===== src/rtl/butterfly_mac.sv =====
// butterfly_mac: time-multiplexed complex MAC pair building A + B*W over three select steps.
// Accumulators wrap modulo 2^(2*data_width) and feed O_real/O_imag directly.
module butterfly_mac #(
    parameter int data_width = 4
) (
    input  logic                           clk_MAC,
    input  logic                           aclr,
    input  logic signed [data_width-1:0]   A_real,
    input  logic signed [data_width-1:0]   A_imag,
    input  logic signed [data_width-1:0]   B_real,
    input  logic signed [data_width-1:0]   B_imag,
    input  logic signed [data_width-1:0]   W_real,
    input  logic signed [data_width-1:0]   W_imag,
    input  logic                           sload,
    input  logic [1:0]                     select,
    output logic signed [2*data_width-1:0] O_real,
    output logic signed [2*data_width-1:0] O_imag
);
    localparam int W2 = 2 * data_width;
    logic signed [W2-1:0] ar, ai, br, bi, wr, wi, add_r, add_i;
    assign ar = W2'(A_real);
    assign ai = W2'(A_imag);
    assign br = W2'(B_real);
    assign bi = W2'(B_imag);
    assign wr = W2'(W_real);
    assign wi = W2'(W_imag);
    // select 11 contributes zero: holds with sload=0, clears with sload=1
    always_comb begin
        add_r = select == 2'b00 ? br * wr : select == 2'b01 ? -(bi * wi) : select == 2'b10 ? ar : '0;
        add_i = select == 2'b00 ? br * wi : select == 2'b01 ? bi * wr : select == 2'b10 ? ai : '0;
    end
    always_ff @(posedge clk_MAC or negedge aclr) begin
        if (!aclr) begin
            O_real <= '0;
            O_imag <= '0;
        end else begin
            O_real <= sload ? add_r : O_real + add_r;
            O_imag <= sload ? add_i : O_imag + add_i;
        end
    end
endmodule


===== config.mk =====
export PLATFORM = sky130hd
export DESIGN_NAME = butterfly_mac
export DESIGN_NICKNAME = d
export VERILOG_FILES = /design/src/rtl/butterfly_mac.sv
export SDC_FILE = /design/constraint.sdc
export NUM_CORES = 1
export LEC_CHECK = 0
export ABC_AREA = 1
export CAP_MARGIN = 10
export CORE_ASPECT_RATIO = 2
export CORE_UTILIZATION = 53
export DETAILED_ROUTE_END_ITERATION = 8
export PLACE_DENSITY = 0.79
export SLEW_MARGIN = 30
export SYNTH_ARGS = -nofsm -noshare
export SYNTH_HDL_FRONTEND = slang
export SYNTH_SLANG_ARGS = --single-unit

===== constraint.sdc =====
create_clock -name clk_MAC -period 1.8 [get_ports clk_MAC]
set_input_delay 0.18 -clock clk_MAC [delete_from_list [all_inputs] [get_ports clk_MAC]]
set_output_delay 0.18 -clock clk_MAC [all_outputs]
set_load 0.01 [all_outputs]

==> flow_summary_export.csv, run 1 <==
group,metric,value,unit
status,status,"aborted with a tool error",
status,lastStage,"global routing",
status,firstError,"[ERROR GRT-0232] Routing congestion too high. Check the congestion heatmap in the GUI.",
yosys,synthesis.nets,700,
cts,cts_htree_levels,1,
yosys,synth_area,3900,µm²
cts,cts_buffer_depth,2,
yosys,async_flop_share,100,%
sta,worstEpCategory,"register input",
floorplanning,num_io_pins,45,
floorplanning,rows,43,
placed_design,gp_congestion,1.05,
yosys,syn_avg_cell_area,6.88,µm²
placed_design,portBuffers,44,
cts,cts-root-buf,"clkbuf_16",
yosys,synth.distinct_cells,28,
floorplanning,die_y,123,µm
placed_design,place_area,5350,µm²
yosys,ys_ff_latch,16,
global_route,grt_max_degree,17,
yosys,yosysWarnings,0,
yosys,synthFlopType,"dfrtp_1",
placed_design,dpl.hpwl,9250,µm
cts,clock-sinks,16,
sta,grt-worst-endpoint,"O_imag[7]$_DFF_PN0_/D",
global_route,grt.overflow.total,43,
floorplanning,die_w,62.7,µm
global_route,grt_use_total,68.2,%
cts,cts_buffers,3,
floorplanning,initial_core_util,55.4,%
yosys,yosysSeqAreaShare,10.3,%
yosys,synth_cells,567,
yosys,synth-edff-count,0,
-- what timing repair did --
item,CTS
endpoints found under the setup margin,14
pin swaps,101
setup buffers,35
gates resized for setup,173
hold endpoints to repair,0
hold buffers,0
-- cells in the mapped netlist (2+ instances only) --
cell	n	area share (%)
o22ai_1	2	0.32
nor2_2	3	0.48
nand3b_1	2	0.38
buf_2	3	0.38
or2_2	4	0.64
a21oi_1	27	3.5
nand2_1	163	16
nor2_1	28	2.7
inv_2	3	0.29
clkbuf_1	11	1.1
nand4_1	2	0.32
o21ai_1	4	0.51
ha_1	68	22
dfrtp_1	16	10
fa_1	36	18
xor2_1	4	0.90
inv_1	113	11
o21ai_0	18	2.3
xnor2_1	9	2.0
nand3_1	41	5.3
nand2_2	2	0.32
o21a_1	2	0.38
-- metrics by stage --
step | hold WS [ps] | setup TNS (ps) | worst slack, ps | instances | utilization [%]
floorplan | -116 | -16850 | -2000 | 567 | -
global placement | 522 | -26520 | -2580 | 789 | 75.9
detailed placement | 532 | -27200 | -2670 | 789 | 75.9
CTS | 267 | -17900 | -1980 | 828 | 87.1
-- logic make-up after synthesis --
| family | Yosys count | share of synthesized area [%] |
|---|---|---|
| buffers and inverters | 131 | 12.7 |
| flip-flops | 16 | 10.3 |
| AND/OR/NAND/NOR | 247 | 26.2 |
| XOR/XNOR | 13 | 2.92 |
| AO/OA/AOI/OAI | 56 | 7.63 |
| adder cells (fa/ha/maj) | 104 | 40.3 |
-- routing by layer --
| layer | GRT overflow | track usage (%) |
|---|---|---|
| met1 | 0 | 62.9 |
| met2 | 20 | 95.1 |
| met3 | 1 | 40.0 |
| met4 | 22 | 81.7 |
| met5 | 0 | 3.47 |
==> run 2, diff against run 1 <==
CORE_ASPECT_RATIO = unset   (was 2)
CORE_UTILIZATION = 40   (was 53)
PLACE_DENSITY = unset   (was 0.79)
PLACE_DENSITY_LB_ADDON = 0.15   (was unset)
clock period = 2.3 ns   (was 1.8 ns; I/O delays follow)
==> run 2 against run 1 <==
  * The flow now finishes, with violations (setup timing)
  * Synthesized cell count did not move
  * Area after synthesis did not move
==> flow_summary_export.csv, run 2 <==
group,metric,value,unit
status,status,"finished with violations",
status,violations,"setup timing",
cells_and_area,final_common_cell,"nand2_1",
cells_and_area,final_cell_mix,"142 x nand2_1, 124 x buf_4, 98 x inv_1",
worst_hold_path,hp-class,"in -> async",
floorplanning,num_io_pins,45,
cts,insertion_delay,260,ps
global_route,grt_max_degree,17,
sta,slew_violations,0,
yosys,synth_area_leaders,"ha_1 22%, fa_1 18%, nand2_1 16%",
placed_design,dpl_worst_slack,-2160,ps
sta,finalCriticalPeriod,3730,ps
drt,drtAntennaViolNets,0,
yosys,syn_avg_cell_area,6.88,µm²
drt,viasPerCell,4.71,
floorplanning,die_w,101,µm
yosys,yosysWarnings,0,
cts,cts_buffers,3,
critical_path,worstPathRequired,2450,ps
yosys,synth_common_cells,"163 x nand2_1, 113 x inv_1, 68 x ha_1",
yosys,synth_top_area_share,21.8,%
sta,fin_ws,-1430,ps
global_route,grt_use_total,23.4,%
floorplanning,fp.dieArea,10200,µm²
placed_design,placedCellCount,831,
cells_and_area,drive_gt1_share,36.9,%
critical_path,crit_slowest_cell,"fa_1",
sta,relSlewSlack,46.0,%
global_route,first_global_vias,4323,
sta,hold_viol,0,
power_and_ir_drop,leakage,3.41,nW
floorplanning,initial_core_util,41.9,%
yosys,yosysSeqAreaShare,10.3,%
cts,cts_buffer_depth,2,
critical_path,r2r_cells,11,
power_and_ir_drop,ir_drop,0.594,mV
sta,finClkSkew,6.77,ps
cts,clock-sinks,16,
sta,rsz0062_at_grt,"true",
sta,worstMarginPinSlew,808,ps
critical_path,crit_fanout,3,
floorplanning,core_area,9330,µm²
cts,cts-root-buf,"clkbuf_8",
drt,vias,4082,
yosys,synthFlopType,"dfrtp_1",
sta,setup_viol,11,
yosys,yosysTopAreaCell,"ha_1",
global_route,grt_antenna_before_repair,0,
cells_and_area,syn2layout_area_growth,56.3,%
cells_and_area,fill_cells,796,
cts,clkTransAtPathRegs,80,ps
cts,cts_tree,"done",
cts,cts_htree_levels,1,
critical_path,crit_arrival,3880,ps
yosys,async_flop_share,100,%
critical_path,max_stage_delay,510,ps
job,cap_violations,0,
floorplanning,rows,35,
global_route,grt.overflow.total,0,
yosys,synth_cells,567,
critical_path,critical_path.endpoint_type,"flop",
drt,drcViolationCount,0,
yosys,synth_area,3900,µm²
critical_path,cp_common_cell,"nand2_1",
global_route,grt_first_pass_wirelength,19000,µm
drt,wire_per_inst,12.7,µm
yosys,synth.distinct_cells,28,
placed_design,gp_congestion,0.876,
drt,drt_iter0_markers,122,
drt,first_pass_iters,4,
cells_and_area,top_regs,"O_imag (8), O_real (8)",
placed_design,portBuffers,44,
power_and_ir_drop,fin_total_pwr,4.59,mW
yosys,synthesis.nets,700,
cts,hold_buffers,0,
yosys,synth-edff-count,0,
yosys,yosysMostFrequentCell,"nand2_1",
cells_and_area,final_cells,867,
cells_and_area,antenna_cells,0,
sta,fmax,0.268,GHz
floorplanning,die_y,101,µm
drt,wl,11000,µm
cells_and_area,fin_nets,872,
critical_path,crit_chain,"buf_8, inv_2, or2_4, fa_1, fa_1, fa_1, inv_2, ha_4, fa_2, nor2_2, nor2_2, a21oi_2, o21ai_2, ha_1, nand2_1, o21a_1, nand2_1, nand2_1, nand3_2, inv_2, nand2_1, nand2_1",
yosys,ys_ff_latch,16,
sta,fin_tns_setup,-11410,ps
sta,fin_crit_sh,162,%
power_and_ir_drop,power.density,752,nW/µm²
critical_path,worstSetupPathType,"in -> reg",
critical_path,startpoint_type,"input port",
placed_design,dpl.hpwl,8840,µm
[run 2: timing repair]
| item | in CTS | in global routing |
|---|---|---|
| gates resized for setup | 133 | 49 |
| buffers inserted | 26 | 10 |
| pin swaps | 67 | 61 |
| endpoints found under the setup margin | 13 | 12 |
[run 2: routing by layer]
layer	track usage [%]	part of all wire, %	vias up
li1	-	-	2104
met1	29.4	43	1916
met2	44.6	52	46
met3	1.94	2.6	16
met4	3.01	1.9	0
met5	0	0	-
[run 2: path summary, 6_finish.rpt]
| kind | startpoint | slack, ps | endpoint |
|---|---|---|---|
| min in group clk_MAC | B_imag[0] | 550 | O_imag[0] |
| min | aclr | 430 | O_real[4] |
| min reg2reg | O_imag[0] | 620 | O_imag[0] |
| max reg2reg | O_real[0] | 250 | O_real[6] |
| max in group asynchronous | aclr | 1350 | O_imag[4] |
| max | W_real[3] | -1430 | O_imag[7] |
[run 2: cell families (layout without fill, tap and decap cells)]
group / count (synthesis) / after routing / share of synthesized area [%]
flip-flops: 16 / 16 / 10.3
XOR/XNOR: 13 / 13 / 2.92
AO/OA/AOI/OAI: 56 / 56 / 7.63
buffers and inverters: 131 / 302 / 12.7
AND/OR/NAND/NOR: 247 / 247 / 26.2
adder cells (fa/ha/maj): 104 / 104 / 40.3
[run 2: final cells by class]
type | count | area [µm²] | area share [%]
inverter | 116 | 438 | 7.18
tap | 129 | 161 | 2.65
timing repair buffer | 182 | 1510 | 24.8
multi-input combinational | 420 | 3540 | 58.0
sequential | 16 | 400 | 6.56
clock buffer | 4 | 55.1 | 0.902
[run 2: per-stage QoR]
stage               hold slack (ps)  area [µm²]  utilization [%]
floorplan                     -65.6        4140                -
global placement                592        5400             57.9
detailed placement              601        5400             57.9
CTS                             472        5850             62.7
global route                    494        6100             65.4
finish                          429        6100             65.4
[run 2: power by group]
group / total (mW) / internal [mW] / switching (mW) / leakage, nW
sequential: 0.519 / 0.396 / 0.123 / 0.195
combinational: 3.80 / 2.04 / 1.76 / 3.19
clock: 0.265 / 0.152 / 0.113 / 0.0288
total: 4.59 / 2.59 / 2.00 / 3.41
[run 2: worst max-delay path: cells and delay by family]
kind | cells | cell delay [ps]
buffers and inverters | 4 | 200
AO/OA/AOI/OAI | 3 | 430
AND/OR/NAND/NOR | 9 | 770
adder cells (fa/ha/maj) | 6 | 2250
Note: power is estimated with default switching activity, not from simulation.
